### src/rtl/usr_pkg.sv
// Shared definitions for the serdes controller: shift-register op codes,
// controller state encoding and the arbitration grant type.
package usr_pkg;

    localparam logic [1:0] OP_HOLD = 2'b00;
    localparam logic [1:0] OP_SHR  = 2'b01;
    localparam logic [1:0] OP_SHL  = 2'b10;
    localparam logic [1:0] OP_LOAD = 2'b11;

    typedef enum logic [1:0] {
        IDLE     = 2'd0,
        TX_SHIFT = 2'd1,
        RX_SHIFT = 2'd2,
        RX_HOLD  = 2'd3
    } state_t;

    typedef enum logic {
        GRANT_TX = 1'b0,
        GRANT_RX = 1'b1
    } grant_t;

endpackage

### src/rtl/usr_core.sv
// WIDTH-bit universal shift register: hold, shift right (fill into MSB),
// shift left (fill into LSB) or parallel load.
module usr_core
    import usr_pkg::*;
#(
    parameter int WIDTH = 4
) (
    input  logic             clk,
    input  logic             reset,
    input  logic             s_in,
    input  logic [WIDTH-1:0] p_in,
    input  logic [1:0]       op,
    output logic [WIDTH-1:0] q
);

    logic [WIDTH-1:0] r_q;

    // NOTE: sequential state uses non-blocking assignments so every flop
    // samples pre-edge values regardless of block evaluation order.
    always_ff @(posedge clk or posedge reset) begin
        if (reset) begin
            r_q <= '0;
        end else begin
            case (op)
                OP_SHR:  r_q <= {s_in, r_q[WIDTH-1:1]};
                OP_SHL:  r_q <= {r_q[WIDTH-2:0], s_in};
                OP_LOAD: r_q <= p_in;
                default: r_q <= r_q;
            endcase
        end
    end

    assign q = r_q;

endmodule

### src/rtl/usr_serdes_ctrl.sv
// Sequences a shared universal shift register between a parallel-in/serial-out
// transmitter and a serial-in/parallel-out receiver with alternating tie-break.
module usr_serdes_ctrl
    import usr_pkg::*;
#(
    parameter int WIDTH = 4
) (
    input  logic             clk,
    input  logic             reset,
    input  logic             ld_valid,
    output logic             ld_ready,
    input  logic [WIDTH-1:0] ld_data,
    input  logic             tx_dir,
    input  logic             rx_start,
    input  logic             rx_dir,
    input  logic             s_in,
    output logic             s_out,
    output logic             s_out_valid,
    output logic [WIDTH-1:0] rx_data,
    output logic             rx_valid,
    input  logic             rx_ready,
    output logic [1:0]       sr_op,
    output logic             busy
);

    localparam int CNT_W = $clog2(WIDTH);
    localparam logic [CNT_W-1:0] CNT_LAST = CNT_W'(WIDTH - 1);

    state_t           r_state, w_next_state;
    logic [CNT_W-1:0] r_cnt, w_cnt_next;
    logic             r_dir_q, w_dir_next;
    grant_t           r_last_grant, w_last_next;
    logic [1:0]       w_op;
    logic             w_fill;
    logic             w_tx_grant, w_rx_grant;
    logic [WIDTH-1:0] w_q;

    usr_core #(.WIDTH(WIDTH)) u_core (
        .clk   (clk),
        .reset (reset),
        .s_in  (w_fill),
        .p_in  (ld_data),
        .op    (w_op),
        .q     (w_q)
    );

    always_ff @(posedge clk or posedge reset) begin
        if (reset) begin
            r_state      <= IDLE;
            r_cnt        <= '0;
            r_dir_q      <= 1'b0;
            r_last_grant <= GRANT_RX;
        end else begin
            r_state      <= w_next_state;
            r_cnt        <= w_cnt_next;
            r_dir_q      <= w_dir_next;
            r_last_grant <= w_last_next;
        end
    end

    // On a tie the requester that did not win the previous tie is served.
    assign w_tx_grant = ld_valid && (!rx_start || (r_last_grant == GRANT_RX));
    assign w_rx_grant = rx_start && !w_tx_grant;

    // NOTE: every variable gets a default before the case so no path
    // leaves one unassigned, which would otherwise infer a latch.
    always_comb begin
        w_next_state = r_state;
        w_cnt_next   = r_cnt;
        w_dir_next   = r_dir_q;
        w_last_next  = r_last_grant;
        w_op         = OP_HOLD;
        w_fill       = 1'b0;
        s_out        = 1'b0;
        s_out_valid  = 1'b0;
        rx_valid     = 1'b0;

        case (r_state)
            IDLE: begin
                if (w_tx_grant) begin
                    w_op         = OP_LOAD;
                    w_dir_next   = tx_dir;
                    w_cnt_next   = '0;
                    w_next_state = TX_SHIFT;
                end else if (w_rx_grant) begin
                    w_dir_next   = rx_dir;
                    w_cnt_next   = '0;
                    w_next_state = RX_SHIFT;
                end
                if (ld_valid && rx_start) begin
                    w_last_next = w_tx_grant ? GRANT_TX : GRANT_RX;
                end
            end
            TX_SHIFT, RX_SHIFT: begin
                w_op = r_dir_q ? OP_SHL : OP_SHR;
                if (r_state == TX_SHIFT) begin
                    s_out_valid = 1'b1;
                    s_out       = r_dir_q ? w_q[WIDTH-1] : w_q[0];
                end else begin
                    w_fill = s_in;
                end
                if (r_cnt == CNT_LAST) begin
                    w_cnt_next   = '0;
                    w_next_state = (r_state == TX_SHIFT) ? IDLE : RX_HOLD;
                end else begin
                    w_cnt_next = r_cnt + CNT_W'(1);
                end
            end
            RX_HOLD: begin
                rx_valid = 1'b1;
                if (rx_ready) begin
                    w_next_state = IDLE;
                end
            end
            default: w_next_state = IDLE;
        endcase
    end

    // Outputs that depend on live inputs are forced low while reset is held.
    assign ld_ready = (r_state == IDLE) && !reset;
    assign sr_op    = reset ? OP_HOLD : w_op;
    assign busy     = (r_state != IDLE);
    assign rx_data  = w_q;

endmodule

### config.mk
export PLATFORM = sky130hd
export DESIGN_NAME = usr_serdes_ctrl
export DESIGN_NICKNAME = d
export VERILOG_FILES = /design/src/rtl/usr_pkg.sv /design/src/rtl/usr_core.sv /design/src/rtl/usr_serdes_ctrl.sv
export SDC_FILE = /design/constraint.sdc
export NUM_CORES = 1
export LEC_CHECK = 0
export CORE_MARGIN = 4
export CORE_UTILIZATION = 44
export DETAILED_ROUTE_END_ITERATION = 16
export GPL_ROUTABILITY_DRIVEN = 0
export HOLD_SLACK_MARGIN = 0.15
export PLACE_DENSITY = 0.8
export SETUP_SLACK_MARGIN = 0.02
export SLEW_MARGIN = 40
export SYNTH_ARGS = -nofsm -noshare
export SYNTH_HDL_FRONTEND = slang
export SYNTH_HIERARCHICAL = 1
export SYNTH_SLANG_ARGS = --single-unit
### constraint.sdc
create_clock -name clk -period 2.2 [get_ports clk]
set_input_delay 0.22 -clock clk [delete_from_list [all_inputs] [get_ports clk]]
set_output_delay 0.22 -clock clk [all_outputs]
set_load 0.02 [all_outputs]
==> out/qor.json <==
{
  "cts": {
    "tritoncts": "yes",
    "h-tree-depth": 1,
    "postCtsSetupBuffers": 0,
    "ctsRootBufferMaster": "sky130_fd_sc_hd__clkbuf_4",
    "cts_buffers": 3,
    "postCtsHoldBufs": 0,
    "clock_latency_ns": 0.28,
    "clk_pin_slew_worst_paths_ns": 0.08,
    "cts_max_path_buffers": 2,
    "clock-sinks": 10
  },
  "sta": {
    "final-hold-violation-count": 0,
    "fmax_mhz": 487,
    "final.min_clock_period_ns": 2.05,
    "slew_headroom_pct": 62.8,
    "worst_hold_slack_ns": 0.256,
    "grt_setup_unrepaired": "no",
    "slew_viol_final": 0,
    "timing.final.crit_share_pct": 93.4,
    "timing.final.setup_violations": 0,
    "finalSetupTns_ns": 0,
    "timing_worst_slew_pin_value_ns": 0.558,
    "timing.final.ws_setup_ns": 0.145,
    "fin_worst_skew_ns": 0.00184
  },
  "routing": {
    "route.final.wire_length_mm": 1.69,
    "post-route-drc-count": 0,
    "drt_iter0_drc": 15,
    "avgRoutedWirePerCell_um": 15.8,
    "drtPass1Iterations": 4,
    "dr_total_vias": 586,
    "viasPerCell": 5.48,
    "antenna_violating_nets_post_route": 0
  },
  "critical_path": {
    "regToRegEndpoint": "u_core/q[1]$_DFFE_PP0P_",
    "critPathMaxFanout": 7,
    "timing.reg2reg.setup_slack_ns": 0.15,
    "setup.worst_path.class": "flop to flop",
    "crit_end": "u_core/q[1]$_DFFE_PP0P_",
    "worst_r2r_path_depth": 5,
    "critical_path.reg2reg.startpoint": "r_state[0]$_DFFE_PP0P_",
    "required_ns": 2.35,
    "startpoint": "r_state[0]$_DFFE_PP0P_",
    "timing.critical_path.from_type": "flop",
    "cp_arrival_ns": 2.20,
    "crit_path_end_kind": "flop"
  },
  "floorplanning": {
    "floorplan.core_area_sq_um": 1510,
    "boundaryPins": 23,
    "start_util_pct": 46.5,
    "die_height_um": 47.9,
    "die_width_um": 47.9,
    "num_rows": 14,
    "floorplan.die_area_sq_um": 2290
  },
  "synth": {
    "syn_avg_cell_area_sq_um": 11.3,
    "synth_largest_area_cell": "sky130_fd_sc_hd__dfrtp_1",
    "synth_area_leaders": "sky130_fd_sc_hd__dfrtp_1, sky130_fd_sc_hd__mux4_1, sky130_fd_sc_hd__ha_1",
    "synth-seq-cells": 10,
    "netlist_area_sq_um": 701,
    "post-synth-top-area-fraction_pct": 32.1,
    "synthesis.nets": 81,
    "synth_cell_type_count": 26,
    "ys_warn_count": 6,
    "seq_area_frac_synth_pct": 35.9,
    "netlist_instances": 62
  },
  "global_routing": {
    "grt_overflow_total": 0,
    "grt_use_total_pct": 15.2,
    "via_count_of_the_first_global_routing_pass": 533,
    "number_of_antenna_violations_at_the_first_check_in_global_routing": 0,
    "wire_length_of_the_first_global_routing_pass_mm": 2.45,
    "pin_count_of_the_biggest_net_entering_global_routing": 8
  },
  "power": {
    "vdd_drop_max_mv": 0.707,
    "p_leak_nw": 0.489,
    "power_density_nw_per_um2": 1540,
    "power_total_mw": 1.54
  },
  "hold_path": {
    "hp-class": "primary input to async pin"
  },
  "placed_design": {
    "preCtsSetupSlack_ns": 0.159,
    "port_buffers": 22,
    "hpwl_mm": 1.30,
    "place.detailed.instances": 103
  },
  "final_layout": {
    "antennaDiodeCount": 0,
    "layout_overhead_on_the_synthesized_area_pct": 42.3,
    "multiInputGateArea_sq_um": 407,
    "fin_nets": 111,
    "filler_cell_count": 123,
    "post_layout_nonfiller_instances": 107,
    "seq_area_sq_um": 251,
    "drive_gt1_share_pct": 14.3
  },
  "flow_run": {
    "max_cap_violations": 0
  },
  "status": {
    "run_status": "finished clean"
  }
}
[critical path: stages, from the launching register on]
cell and delay [ns]:
sky130_fd_sc_hd__dfrtp_1 0.40, sky130_fd_sc_hd__inv_1 0.12, sky130_fd_sc_hd__ha_2 0.41, sky130_fd_sc_hd__a32oi_1 0.09
sky130_fd_sc_hd__nor2_1 0.30, sky130_fd_sc_hd__mux4_1 0.61
[where the power goes]
part,switching (mW),internal (mW)
clock network,0.0767,0.101
logic,0.480,0.520
registers,0.0751,0.285
[cells by family after synthesis]
| kind of cell | count (synthesis) | synth area share [%] |
|---|---|---|
| adder cells (fa/ha/maj) | 7 | 12.5 |
| flip-flops | 10 | 35.9 |
| XOR/XNOR | 1 | 1.25 |
| multiplexers | 9 | 22.5 |
| AO/OA/AOI/OAI | 10 | 10.5 |
| AND/OR/NAND/NOR | 15 | 10.9 |
| buffers and inverters | 10 | 6.43 |
[final cells by class]
type                       instances  area share [%]
multi-input combinational         42            40.8
sequential                        10            25.2
timing repair buffer              26            25.0
clock buffer                       4            3.64
inverter                           9            3.39
tap                               16            2.01
[state kept, by name, indices dropped and copies added (netlist names)]
| name | flops |
|---|---|
| r_last_grant | 1 |
| r_cnt | 2 |
| u_core/q | 4 |
| r_state | 2 |
| r_dir_q | 1 |
[cells in the mapped netlist]
cell / instances
sky130_fd_sc_hd__inv_1: 9
sky130_fd_sc_hd__a31oi_1: 3
sky130_fd_sc_hd__mux2_2: 1
sky130_fd_sc_hd__mux2_1: 1
sky130_fd_sc_hd__and3b_1: 1
sky130_fd_sc_hd__nand2_1: 2
sky130_fd_sc_hd__nor2b_1: 1
sky130_fd_sc_hd__dfrtp_1: 9
sky130_fd_sc_hd__nand2b_1: 1
sky130_fd_sc_hd__a32oi_1: 2
sky130_fd_sc_hd__o21ai_0: 1
sky130_fd_sc_hd__nor2_1: 5
sky130_fd_sc_hd__nor2_2: 1
sky130_fd_sc_hd__a21bo_2: 1
sky130_fd_sc_hd__a22oi_1: 1
sky130_fd_sc_hd__nand3_1: 1
sky130_fd_sc_hd__buf_6: 1
sky130_fd_sc_hd__mux2i_1: 3
sky130_fd_sc_hd__ha_1: 7
sky130_fd_sc_hd__a21oi_1: 1
sky130_fd_sc_hd__dfstp_2: 1
sky130_fd_sc_hd__nor3b_1: 1
sky130_fd_sc_hd__nor3_1: 2
sky130_fd_sc_hd__xnor2_1: 1
sky130_fd_sc_hd__mux4_1: 4
sky130_fd_sc_hd__a222oi_1: 1
[metal layers]
metal / global-route usage, % / part of all wire, % / up-vias
met5: 0 / 0 / -
met4: 4.84 / 1.0 / 0
met3: 3.76 / 5.0 / 3
met2: 23.7 / 48 / 13
met1: 20.6 / 46 / 284
li1: - / - / 286
[cell usage in the layout (no fill, tap or decap)]
cell                              synthesis  routed
sky130_fd_sc_hd__xnor2_1                  1       1
sky130_fd_sc_hd__nor3_1                   2       2
sky130_fd_sc_hd__a32oi_1                  2       2
sky130_fd_sc_hd__mux2i_1                  3       3
sky130_fd_sc_hd__o21ai_0                  1       1
sky130_fd_sc_hd__inv_1                    9       9
sky130_fd_sc_hd__mux4_1                   4       4
sky130_fd_sc_hd__buf_4                    0       4
sky130_fd_sc_hd__nand2b_1                 1       1
sky130_fd_sc_hd__ha_1                     7       6
sky130_fd_sc_hd__clkbuf_8                 0       1
sky130_fd_sc_hd__dfstp_2                  1       1
sky130_fd_sc_hd__nor2b_1                  1       1
sky130_fd_sc_hd__clkbuf_4                 0       3
sky130_fd_sc_hd__clkdlybuf4s50_1          0      18
sky130_fd_sc_hd__a21oi_1                  1       1
sky130_fd_sc_hd__a22oi_1                  1       1
sky130_fd_sc_hd__nor3b_1                  1       1
sky130_fd_sc_hd__dlymetal6s2s_1           0       1
sky130_fd_sc_hd__a31oi_1                  3       3
sky130_fd_sc_hd__nand3_1                  1       1
sky130_fd_sc_hd__nor2_2                   1       1
sky130_fd_sc_hd__dfrtp_1                  9       9
sky130_fd_sc_hd__a21bo_2                  1       1
sky130_fd_sc_hd__ha_2                     0       1
sky130_fd_sc_hd__nand2_1                  2       2
sky130_fd_sc_hd__dlygate4sd2_1            0       3
sky130_fd_sc_hd__nor2_1                   5       5
sky130_fd_sc_hd__and3b_1                  1       1
sky130_fd_sc_hd__a222oi_1                 1       1
sky130_fd_sc_hd__mux2_2                   1       1
sky130_fd_sc_hd__mux2_1                   1       1
[per-stage QoR]
| step | area [sq um] | utilization, % |
|---|---|---|
| floorplan | 701 | - |
| global placement | 960 | 63.7 |
| detailed placement | 960 | 63.7 |
| CTS | 995 | 66.0 |
| global route | 997 | 66.2 |
| finish | 997 | 66.2 |
[how the worst min path moves through the flow]
stage                             start                  endpoint  slack [ns]  depth (start not counted)
2_1_floorplan                     reset   u_core/q[0]$_DFFE_PP0P_       -0.01                          1
3_3_place_gp   r_last_grant$_DFFE_PP1P_  r_last_grant$_DFFE_PP1P_        0.48                          1
3_5_place_dp   r_last_grant$_DFFE_PP1P_  r_last_grant$_DFFE_PP1P_        0.48                          1
4_1_cts                           reset   u_core/q[2]$_DFFE_PP0P_        0.26                          2
5_1_grt                           reset   u_core/q[2]$_DFFE_PP0P_        0.28                          2
6_report                          reset   u_core/q[3]$_DFFE_PP0P_        0.26                          2
[repair_timing]
item | in CTS | in global routing
pin swaps | 0 | 0
cloned | 0 | 0
setup endpoints to repair | 3 | 1
resized for setup | 4 | 1
Note: power is estimated with default switching activity, not from simulation.
